File: src/rtl/boom_mem_arb_pkg.sv
// Shared types and helpers for the BOOM memory-port arbiter.
// mem_req_t is sized for the widest supported memory; narrower instances use its low bits.
package boom_mem_arb_pkg;
    localparam int MEM_ADDR_W = 32;
    localparam int MEM_DATA_W = 64;
    localparam int MEM_BE_W   = MEM_DATA_W / 8;

    typedef struct packed {
        logic                  we;
        logic [MEM_ADDR_W-1:0] addr;
        logic [MEM_BE_W-1:0]   be;
        logic [MEM_DATA_W-1:0] wdata;
    } mem_req_t;

    function automatic int idx_w(input int n);
        return (n > 1) ? $clog2(n) : 1;
    endfunction
endpackage

File: src/rtl/boom_rr_arbiter.sv
// Round-robin arbiter with bounded burst hold: the last winner keeps the grant
// for up to MAX_BURST consecutive cycles while others wait, unlimited when alone.
module boom_rr_arbiter
    import boom_mem_arb_pkg::*;
#(
    parameter int NUM_PORTS = 2,
    parameter int MAX_BURST = 4
) (
    input  logic                 clk,
    input  logic                 rst,
    input  logic [NUM_PORTS-1:0] req,
    output logic [NUM_PORTS-1:0] gnt
);
    localparam int IW = idx_w(NUM_PORTS);
    localparam int CW = idx_w(MAX_BURST);
    localparam logic [CW-1:0] CNT_MAX = CW'(MAX_BURST - 1);

    logic [IW-1:0]        ptr, last, win;
    logic [CW-1:0]        cnt;
    logic                 last_vld, fresh, found;
    logic [NUM_PORTS-1:0] last_oh;
    int                   cand;

    always_comb begin
        gnt     = '0;
        win     = last;
        fresh   = 1'b0;
        found   = 1'b0;
        cand    = 0;
        last_oh = '0;
        last_oh[last] = 1'b1;
        if (last_vld && req[last] && (cnt < CNT_MAX || (req & ~last_oh) == '0)) begin
            gnt = last_oh;
        end else begin
            // Search starts at ptr, which sits just past the previous winner, so a
            // forced-off winner is reached last.
            for (int k = 0; k < NUM_PORTS; k++) begin
                cand = (int'(ptr) + k) % NUM_PORTS;
                if (!found && req[IW'(cand)]) begin
                    found = 1'b1;
                    win   = IW'(cand);
                end
            end
            if (found) begin
                gnt[win] = 1'b1;
                fresh    = 1'b1;
            end
        end
    end

    always_ff @(posedge clk or posedge rst) begin
        if (rst) begin
            ptr      <= '0;
            cnt      <= '0;
            last     <= '0;
            last_vld <= 1'b0;
        end else if (|gnt) begin
            last_vld <= 1'b1;
            last     <= win;
            if (fresh) begin
                cnt <= '0;
                ptr <= (int'(win) == NUM_PORTS - 1) ? '0 : win + 1'b1;
            end else if (cnt < CNT_MAX) begin
                cnt <= cnt + 1'b1;
            end
        end else begin
            last_vld <= 1'b0;
        end
    end
endmodule

File: src/rtl/boom_mem_port_arbiter.sv
// Shares one single-port memory between NUM_PORTS requesters; each accepted
// request gets exactly one response on its own port the following cycle.
module boom_mem_port_arbiter
    import boom_mem_arb_pkg::*;
#(
    parameter int NUM_PORTS  = 2,
    parameter int ADDR_WIDTH = MEM_ADDR_W,
    parameter int DATA_WIDTH = MEM_DATA_W,
    parameter int MAX_BURST  = 4
) (
    input  logic                              clock,
    input  logic                              reset_wire_reset,
    input  logic [NUM_PORTS-1:0]              p_req_i,
    output logic [NUM_PORTS-1:0]              p_gnt_o,
    input  logic [NUM_PORTS-1:0]              p_we_i,
    input  logic [NUM_PORTS*ADDR_WIDTH-1:0]   p_addr_i,
    input  logic [NUM_PORTS*DATA_WIDTH/8-1:0] p_be_i,
    input  logic [NUM_PORTS*DATA_WIDTH-1:0]   p_wdata_i,
    output logic [NUM_PORTS-1:0]              p_rvalid_o,
    output logic [DATA_WIDTH-1:0]             p_rdata_o,
    output logic                              req_o,
    output logic                              we_o,
    output logic [ADDR_WIDTH-1:0]             addr_o,
    output logic [DATA_WIDTH/8-1:0]           be_o,
    output logic [DATA_WIDTH-1:0]             data_o,
    input  logic [DATA_WIDTH-1:0]             data_i
);
    localparam int BE_W = DATA_WIDTH / 8;
    localparam int IW   = idx_w(NUM_PORTS);

    logic [NUM_PORTS-1:0] gnt, gnt_g;
    mem_req_t             sel;
    logic [IW-1:0]        sel_idx, rsp_port;
    logic                 rsp_valid;

    boom_rr_arbiter #(
        .NUM_PORTS (NUM_PORTS),
        .MAX_BURST (MAX_BURST)
    ) u_arb (
        .clk (clock),
        .rst (reset_wire_reset),
        .req (p_req_i),
        .gnt (gnt)
    );

    assign gnt_g   = reset_wire_reset ? '0 : gnt;
    assign p_gnt_o = gnt_g;
    assign req_o   = |(p_req_i & gnt_g);

    always_comb begin
        sel     = '0;
        sel_idx = '0;
        for (int p = 0; p < NUM_PORTS; p++) begin
            if (gnt_g[p]) begin
                sel.we                    = p_we_i[p];
                sel.addr[ADDR_WIDTH-1:0]  = p_addr_i[p*ADDR_WIDTH +: ADDR_WIDTH];
                sel.be[BE_W-1:0]          = p_be_i[p*BE_W +: BE_W];
                sel.wdata[DATA_WIDTH-1:0] = p_wdata_i[p*DATA_WIDTH +: DATA_WIDTH];
                sel_idx                   = IW'(p);
            end
        end
    end

    assign we_o   = sel.we;
    assign addr_o = sel.addr[ADDR_WIDTH-1:0];
    assign be_o   = sel.be[BE_W-1:0];
    assign data_o = sel.wdata[DATA_WIDTH-1:0];

    always_ff @(posedge clock or posedge reset_wire_reset) begin
        if (reset_wire_reset) begin
            rsp_valid <= 1'b0;
            rsp_port  <= '0;
        end else begin
            rsp_valid <= req_o;
            if (req_o) rsp_port <= sel_idx;
        end
    end

    // Read data is not registered here: the memory already delivers it one cycle late.
    always_comb begin
        p_rvalid_o = '0;
        p_rdata_o  = '0;
        if (rsp_valid && !reset_wire_reset) begin
            p_rvalid_o[rsp_port] = 1'b1;
            p_rdata_o            = data_i;
        end
    end

    a_gnt_onehot: assert property (@(posedge clock) disable iff (reset_wire_reset)
        $onehot0(p_gnt_o));
    a_gnt_req: assert property (@(posedge clock) disable iff (reset_wire_reset)
        (p_gnt_o & ~p_req_i) == '0);
    a_rvalid: assert property (@(posedge clock) disable iff (reset_wire_reset)
        (|p_rvalid_o) |-> $past(req_o));
endmodule
File: config.mk
export PLATFORM = sky130hd
export DESIGN_NAME = boom_mem_port_arbiter
export DESIGN_NICKNAME = d
export VERILOG_FILES = /design/src/rtl/boom_mem_arb_pkg.sv /design/src/rtl/boom_rr_arbiter.sv /design/src/rtl/boom_mem_port_arbiter.sv
export SDC_FILE = /design/constraint.sdc
export NUM_CORES = 1
export LEC_CHECK = 0
export CAP_MARGIN = 15
export CORE_AREA = 2 2 175 177
export CTS_CLUSTER_DIAMETER = 40
export DETAILED_ROUTE_END_ITERATION = 7
export DIE_AREA = 0 0 177 179
export PLACE_DENSITY_LB_ADDON = 0.3
export SLEW_MARGIN = 25
export SYNTH_ARGS = -nofsm -noshare
export SYNTH_HDL_FRONTEND = slang
export SYNTH_SLANG_ARGS = --single-unit
File: constraint.sdc
create_clock -name clock -period 5.39 [get_ports clock]
set_input_delay 0.539 -clock clock [delete_from_list [all_inputs] [get_ports clock]]
set_output_delay 0.539 -clock clock [all_outputs]
set_load 0.01 [all_outputs]
==> metrics.cfg, run 1 <==
[floorplan]
dieArea_mm2=0.0317
fp-row-count=64
ioPinCount=452
initial_core_util_pct=9.11
die_x_um=177
core_mm2=0.0300
fp.dieH_um=179

[hold_path]
hp-class=reg2reg

[sta]
slew_viol_final=0
slew-limit-headroom_pct=39.9
finalClockSkew_ns=0.000356
setup_ws_ns=1.43
max_freq_mhz=252
post-route-min-period_ns=3.96
setup_viol=0
holdWs_ns=0.534
worst_pin_slew_ns=0.901
grt_setup_unrepaired=false
hold_viol_final=0
finalCritPeriodShare_pct=73.5
tns_ns=0

[global_route]
gr-total-overflow=0
grt_usage_pct=12.1
grt_max_degree=67
grt_pass1_wl_um=30000
grt_pass1_vias=5138
grt_antenna_before_repair=0

[critical_path]
cp-start-kind=input pin
worstPathRequired_ns=4.85
end_kind=output port
worstPathArrival_ns=3.42
critPathMaxFanout=47
critical_path_class=in2out

[clocking]
worstSkewPairLatency_ns=0.23
ctsResizeCount=0
cts_tree=yes
cts_setup_buffers=0
clkTransAtPathRegs_ns=0.03
clock_sinks=7
ctsHoldBuffers=0
clk_path_buf_depth=2
cts-buffers-inserted=3
htreeDepth=1
cts_root_buf=clkbuf_16

[cells_and_area]
layout.nets=1172
area_delta_synth_final_pct=182
drive_gt1_share_pct=2.24
final_cell_area_mm2=0.00772

[yosys]
yosys.area.top_type_share_pct=38.6
ys_ff_latch=7
synthesis.nets=775
async_reset_ff_share_pct=100
synth_edf_count=0
syn_area_mm2=0.00274
synth.avg_cell_area_um2=5.51
yosys.area.top_type=nand3_1
seq_area_frac_synth_pct=6.40
synthTopCellsByArea=nand3_1 (39%), a21oi_1 (20%), and2_1 (15%)
yosys_most_used_dff=dfrtp_1
synthDistinctLibCells=29
synthCells=496
yosys_warnings=0

[routing]
wire_per_inst_um=16.8
ant_nets=0
wirelength_um=21700
drc=0
dr.first_iter.drc_count=237
drt-pass1-iter-count=4
vias=5259
vias_per_cell=4.08

[power_and_ir_drop]
total_leakage_power_nw=2.59
power_mw=1.95
p_per_area_mw_per_mm2=252
peakVddDrop_mv=0.144

[placement]
io_buffers=451
gp_congestion=0.771
placed_area_mm2=0.00761
pre_cts_ws_ns=1.38
dpl.hpwl_um=16800

[flow_run]
cap_violations=0

[outcome]
status=completed

-- logic make-up after synthesis --
| kind of cell | count (synthesis) | synth area share, % |
|---|---|---|
| and+or+nand+nor | 288 | 55.8 |
| AOI/OAI and AO/OA | 123 | 24.7 |
| buffers and inverters | 76 | 12.3 |
| DFF | 7 | 6.40 |
| xor gates and xnor gates | 1 | 0.320 |
| adders and majority gates | 1 | 0.457 |
-- flip-flops by register name, summed over array words and instances (netlist names) --
signal and count:
rsp_port 1, rsp_valid 1, u_arb.cnt 2, u_arb.last 1, u_arb.last_vld 1, u_arb.ptr 1
-- layout make-up --
type | instances | area, µm²
repair buffers | 460 | 4690
well taps | 396 | 495
multi-input cells | 413 | 2250
diodes | 1 | 2.50
inverters | 8 | 30.0
flip-flops and latches | 7 | 175
clock buffers | 4 | 78.8
fillers | 3328 | 22300
-- layout by cell type (no fill, tap or decap), drive strengths merged --
cell           synthesis  layout
and3                   1       1
or2                    1       1
nand2                  4       4
a21oi                109     109
clkbuf                34       4
a21bo                  1       1
o21ai                  4       4
o22ai                  1       1
diode                  0       1
a32o                   2       2
dfrtp                  7       7
a41o                   1       1
o21a                   1       1
and2                  66      66
a31oi                  3       3
clkdlybuf4s50          0     450
nor2b                  2       2
buf                   34      10
nand3                211     211
nor2                   2       2
ha                     1       1
xnor2                  1       1
o32ai                  1       1
inv                    8       8
and3b                  1       1
-- where the power goes --
group / leakage, nW / total, mW / switching (mW) / internal, mW
registers: 0.0862 / 0.105 / 0.0320 / 0.0733
clock network: 0.0382 / 0.123 / 0.0251 / 0.0981
logic: 2.47 / 1.72 / 0.902 / 0.818
total: 2.59 / 1.95 / 0.959 / 0.990
-- synthesized netlist by cell type (3+ instances only) --
cell type	instances
a21oi_1	108
and2_1	66
buf_1	8
buf_2	19
buf_4	7
clkbuf_1	33
dfrtp_1	7
inv_1	8
nand2_1	4
nand3_1	211
o21ai_0	3
-- path summary, 6_finish.rpt --
kind,startpoint,endpoint,slack (ns),depth (start not counted)
setup / recovery,p_req_i[1],data_o[41],1.43,7
hold / removal,u_arb.cnt[1],u_arb.cnt[1],0.53,2
setup reg to reg,u_arb.cnt[0],rsp_valid,3.12,6
hold reg to reg,u_arb.cnt[1],u_arb.cnt[1],0.53,2
max in group asynchronous,reset_wire_reset,rsp_port,4.58,2
min in group asynchronous,reset_wire_reset,u_arb.last,0.56,2
-- per-layer routing --
| layer | vias up | GRT usage [%] | routed length (µm) |
|---|---|---|---|
| met1 | 2405 | 14.9 | 9030 |
| met3 | 4 | 2.52 | 1910 |
| met5 | - | 0 | 0 |
| met2 | 290 | 22.1 | 10700 |
| met4 | 0 | 1.24 | 114 |
| li1 | 2560 | - | - |
-- per-stage QoR --
| stage | util [%] | std cells |
|---|---|---|
| 3_3_place_gp | 25.3 | 1283 |
| 4_1_cts | 25.6 | 1287 |
| 3_5_place_dp | 25.3 | 1283 |
| 5_1_grt | 25.7 | 1288 |
| 6_report | 25.7 | 1289 |
| 2_1_floorplan | - | 496 |
-- critical path, stage by stage --
cell	delay, ns
clkdlybuf4s50_1	0.65
nand2_1	0.16
a31oi_4	0.77
buf_12	0.31
nand3_1	0.11
a21oi_1	0.27
clkdlybuf4s50_1	0.59
Note: power is estimated with default switching activity, not from simulation.
==> inputs of run 2 (changes only) <==
==> constraint.sdc (replaced) <==
create_clock -name clock -period 3.5 [get_ports clock]
set_input_delay 0.35 -clock clock [delete_from_list [all_inputs] [get_ports clock]]
set_output_delay 0.35 -clock clock [all_outputs]
set_load 0.01 [all_outputs]
==> run 2 against run 1 <==
Against the previous run: total power is 61% higher; critical path type unchanged; final cell count is 1.0% higher; sequential cell count did not move; via count grew 2.6%; global-route usage grew 0.10 points; die area unchanged; final area increased by 1.1%.
==> metrics.cfg, run 2 (synthesis gave the netlist of run 1 again) <==
[clocking]
ctsHoldBuffers=0  ; unchanged
worstSkewPairLatency_ns=0.24  ; was 0.23 ns
cts_root_buf=clkbuf_16  ; unchanged
clkTransAtPathRegs_ns=0.04  ; was 0.03 ns
cts_tree=yes  ; unchanged
clock_sinks=7  ; unchanged
ctsResizeCount=0  ; unchanged
cts_setup_buffers=0  ; unchanged
cts-buffers-inserted=3  ; unchanged
htreeDepth=1  ; unchanged
clk_path_buf_depth=2  ; unchanged

[sta]
finalClockSkew_ns=0.00353  ; was 0.000356 ns
worst_pin_slew_ns=0.655  ; was 0.901 ns
max_freq_mhz=313
tns_ns=0  ; unchanged
finalCritPeriodShare_pct=91.3
post-route-min-period_ns=3.20
hold_viol_final=0  ; unchanged
slew-limit-headroom_pct=56.3  ; was 39.9%
grt_setup_unrepaired=false  ; unchanged
setup_viol=0  ; unchanged
slew_viol_final=0  ; unchanged

[global_route]
grt_max_degree=80  ; was 67
grt_usage_pct=12.2  ; was 12.1%
gr-total-overflow=0  ; unchanged
grt_antenna_before_repair=2  ; was 0
grt_pass1_wl_um=29900  ; was 30000 µm
grt_pass1_vias=5143  ; was 5138

[cells_and_area]
fin_cells=1302  ; was 1289
final_common_cell=clkdlybuf4s50_1  ; unchanged
area_delta_synth_final_pct=185  ; was 182%
largest_reg_flops=2  ; unchanged
antenna_cells=0  ; was 1
regMostFlops=u_arb.cnt  ; unchanged
final_cell_mix=clkdlybuf4s50_1 (450), nand3_1 (211), a21oi_1 (108)  ; unchanged
layout.nets=1186  ; was 1172
drive_gt1_share_pct=3.86  ; was 2.24%

[power_and_ir_drop]
peakVddDrop_mv=0.286  ; was 0.144 mV
p_per_area_mw_per_mm2=402  ; was 252 mW/mm²
total_leakage_power_nw=2.66  ; was 2.59 nW

[critical_path]
critPathMaxFanout=79  ; was 47
max_stage_delay_ns=0.57  ; was 0.77 ns
worstReg2RegEnd=rsp_valid  ; unchanged
crit_family=buffers and inverters  ; unchanged
worst-path-stages=8  ; was 7
worstPathRequired_ns=3.15  ; was 4.85 ns
worstPathArrival_ns=2.85  ; was 3.42 ns
cpMaxStageDelayCell=clkdlybuf4s50_1  ; was a31oi_4
end_kind=output port  ; unchanged
critical_path_class=in2out  ; unchanged
crit_buf_inv=4  ; was 3
cp_cell_sequence=clkdlybuf4s50_1 > a21bo_2 > a21oi_4 > buf_12 > nand2_1 > a21oi_1 > buf_4 > clkdlybuf4s50_1  ; was clkdlybuf4s50_1 > nand2_1 > a31oi_4 > buf_12 > nand3_1 > a21oi_1 > clkdlybuf4s50_1
r2r_slack_ns=1.40  ; was 3.12 ns
r2r-start=u_arb.cnt[0]  ; unchanged
r2r_cells=7  ; was 6
cpMostUsedCell=clkdlybuf4s50_1  ; unchanged
cp-start-kind=input pin  ; unchanged

[flow_run]
cap_violations=0  ; unchanged

[placement]
dpl.hpwl_um=16900  ; was 16800 µm
gp_congestion=0.802  ; was 0.771
dp_cells=1298  ; was 1283
io_buffers=451  ; unchanged

[floorplan]
fp.dieH_um=179  ; unchanged
core_mm2=0.0300  ; unchanged
die_x_um=177  ; unchanged
dieArea_mm2=0.0317  ; unchanged
ioPinCount=452  ; unchanged
initial_core_util_pct=9.11  ; unchanged
fp-row-count=64  ; unchanged

[routing]
wire_per_inst_um=16.8  ; about the same
vias=5394  ; was 5259
wirelength_um=21900  ; was 21700 µm
dr.first_iter.drc_count=215  ; was 237
ant_nets=0  ; unchanged
vias_per_cell=4.14  ; was 4.08
drt-pass1-iter-count=4  ; unchanged
drc=0  ; unchanged

[hold_path]
hp-class=in2async  ; was reg2reg

[outcome]
status=completed  ; unchanged

-- run 2: cell types whose count changed in the layout (fill, tap and decap cells not counted) --
cell      change
clkinv_2      +1
buf_16        -1
clkbuf_1      -1
diode_2       -1
buf_4        +15
-- run 2: worst max path at each step --
stage,start,endpoint,slack [ns]
final,p_req_i[1],req_o,0.30
after global routing,p_req_i[1],req_o,0.17
after CTS,p_req_i[1],req_o,0.25
after detailed placement,p_req_i[1],req_o,0.25
after global placement,p_req_i[1],req_o,0.26
after floorplan,u_arb.cnt[0],addr_o[13],1.44
-- run 2: cell type report --
type | instances | area [µm²]
sequential | 7 | 175
tap | 396 | 495
multi-input combinational | 413 | 2250
clock inverter | 1 | 5.00
inverter | 8 | 30.0
timing repair buffer | 474 | 4770
fill | 3316 | 22200
clock buffer | 3 | 75.1
-- run 2: layer usage --
metal,track usage [%],share of wire [%]
met5,0,0
met4,3.24,2.0
met3,2.59,9.0
met2,22.0,49
met1,14.5,40
-- run 2: report_power, final --
| part | switching [mW] | internal (mW) |
|---|---|---|
| clock network | 0.0492 | 0.150 |
| logic | 1.43 | 1.35 |
| registers | 0.0513 | 0.113 |
-- run 2: metrics by stage --
stage	cell area [µm²]	total power, mW	worst slack, ns	hold WS (ns)	utilization, %
after floorplan	2740	1.48	1.44	0.365	-
after global placement	7720	2.99	0.262	0.395	25.7
after detailed placement	7720	2.96	0.246	0.401	25.7
after CTS	7800	3.18	0.250	0.149	26.0
after global routing	7800	3.38	0.173	0.174	26.0
final	7800	3.14	0.304	0.136	26.0
==> inputs of run 3 (changes only) <==
==> constraint.sdc (replaced) <==
create_clock -name clock -period 3.5 [get_ports clock]
set_input_delay 0.35 -clock clock [delete_from_list [all_inputs] [get_ports clock]]
set_output_delay 0.35 -clock clock [all_outputs]
set_load 0.05 [all_outputs]
==> run 3 against run 2 <==
Against the previous run: worst hold slack improved by 0.41 ns; clock power shrank 3%; count of clock-buffer cells in the layout increased by 1; clock skew down 0.0033 ns; final cell count decreased by 0.77%; combinational power up 54%; final area is 13% higher; highest routed layer unchanged.
==> metrics.cfg, run 3 (synthesis gave the netlist of run 1 again) <==
[outcome]
status=completed  ; unchanged

[critical_path]
worstPathArrival_ns=2.49  ; was 2.85 ns
end_kind=output port  ; unchanged
critPathMaxFanout=58  ; was 79
worstPathRequired_ns=3.15  ; about the same
critical_path_class=in2out  ; unchanged
r2r_cells=6  ; was 7
cp-start-kind=input pin  ; unchanged

[clocking]
cts_tree=yes  ; unchanged
cts-buffers-inserted=3  ; unchanged
cts_setup_buffers=0  ; unchanged
clock_sinks=7  ; unchanged
htreeDepth=1  ; unchanged
clk_path_buf_depth=2  ; unchanged
clkTransAtPathRegs_ns=0.04  ; about the same
ctsHoldBuffers=0  ; unchanged
worstSkewPairLatency_ns=0.23  ; was 0.24 ns
cts_root_buf=clkbuf_16  ; unchanged
ctsResizeCount=0  ; unchanged

[sta]
holdWs_ns=0.542  ; was 0.136 ns
worst_pin_slew_ns=0.726  ; was 0.655 ns
hold_viol_final=0  ; unchanged
tns_ns=0  ; unchanged
finalCritPeriodShare_pct=81.1  ; was 91.3%
max_freq_mhz=352  ; was 313 MHz
slew_viol_final=0  ; unchanged
post-route-min-period_ns=2.84  ; was 3.20 ns
setup_viol=0  ; unchanged
grt_setup_unrepaired=false  ; unchanged
finalClockSkew_ns=0.000245  ; was 0.00353 ns
slew-limit-headroom_pct=51.6  ; was 56.3%

[global_route]
grt_pass1_wl_um=31100  ; was 29900 µm
grt_usage_pct=12.6  ; was 12.2%
grt_max_degree=62  ; was 80
grt_antenna_before_repair=2  ; unchanged
grt_pass1_vias=5206  ; was 5143
gr-total-overflow=0  ; unchanged

[floorplan]
dieArea_mm2=0.0317  ; unchanged
fp.dieH_um=179  ; unchanged
initial_core_util_pct=9.11  ; unchanged
core_mm2=0.0300  ; unchanged
ioPinCount=452  ; unchanged
fp-row-count=64  ; unchanged
die_x_um=177  ; unchanged

[power_and_ir_drop]
total_leakage_power_nw=3.14  ; was 2.66 nW
p_per_area_mw_per_mm2=523  ; was 402 mW/mm²
power_mw=4.61  ; was 3.14 mW
peakVddDrop_mv=0.268  ; was 0.286 mV

[routing]
vias=5341  ; was 5394
ant_nets=0  ; unchanged
drc=0  ; unchanged
wirelength_um=22300  ; was 21900 µm
vias_per_cell=4.13  ; was 4.14
drt-pass1-iter-count=5  ; was 4
dr.first_iter.drc_count=203  ; was 215
wire_per_inst_um=17.3  ; was 16.8 µm

[cells_and_area]
final_common_cell=clkdlybuf4s50_1  ; unchanged
antenna_cells=0  ; unchanged
drive_gt1_share_pct=14.7  ; was 3.86%
largest_reg_flops=2  ; unchanged
area_delta_synth_final_pct=222  ; was 185%
layout.nets=1176  ; was 1186
regMostFlops=u_arb.cnt  ; unchanged
utilization_pct=29.4  ; was 26.0%
final_cell_mix=clkdlybuf4s50_1 (342), nand3_1 (211), buf_12 (116)  ; was clkdlybuf4s50_1 (450), nand3_1 (211), a21oi_1 (108)

[placement]
dpl.hpwl_um=17700  ; was 16900 µm
gp_congestion=0.754  ; was 0.802
io_buffers=451  ; unchanged

[flow_run]
cap_violations=0  ; unchanged

[hold_path]
hp-class=in2async  ; unchanged

==> run 3: stage by stage <==
step	setup slack, ns	instances	instance area [µm²]
final	0.660	1292	8820
after global routing	0.570	1292	8820
after CTS	0.661	1292	8820
after detailed placement	0.664	1288	8740
after global placement	0.694	1288	8740
after floorplan	0.879	496	2740
==> run 3: power breakdown <==
group	switching, mW	internal, mW	total (mW)
Sequential	0.0476	0.113	0.161
Clock	0.0432	0.152	0.195
Combinational	2.48	1.78	4.26
Total	2.57	2.04	4.61
==> run 3: worst paths after layout <==
| check | startpoint | endpoint | slack [ns] |
|---|---|---|---|
| setup / recovery | p_req_i[1] | we_o | 0.66 |
| hold / removal | reset_wire_reset | rsp_valid | 0.54 |
| setup reg to reg | u_arb.cnt[0] | rsp_valid | 1.47 |
| hold reg to reg | u_arb.cnt[1] | u_arb.cnt[1] | 0.55 |
| max in group asynchronous | reset_wire_reset | u_arb.last_vld | 2.70 |
| min in group clock | u_arb.cnt[1] | u_arb.cnt[1] | 0.55 |
==> run 3: routing by layer <==
metal | share of wire [%] | track usage [%]
met1 | 39 | 14.8
met2 | 49 | 22.6
met3 | 10 | 3.88
met4 | 1.3 | 1.86
met5 | 0 | 0
==> run 3: layout make-up <==
class	instances	area, µm²
Multi-Input combinational cell	413	2250
Inverter	8	30.0
Timing Repair Buffer	464	5790
Fill cell	3227	21200
Sequential cell	7	175
Tap cell	396	495
Clock buffer	4	78.8
==> run 3: critical path, stage by stage <==
cell	delay, ns
clkdlybuf4s50_1	0.65
nand2_1	0.17
a31oi_4	0.29
buf_12	0.27
nand3_1	0.12
a21oi_1	0.38
buf_12	0.20
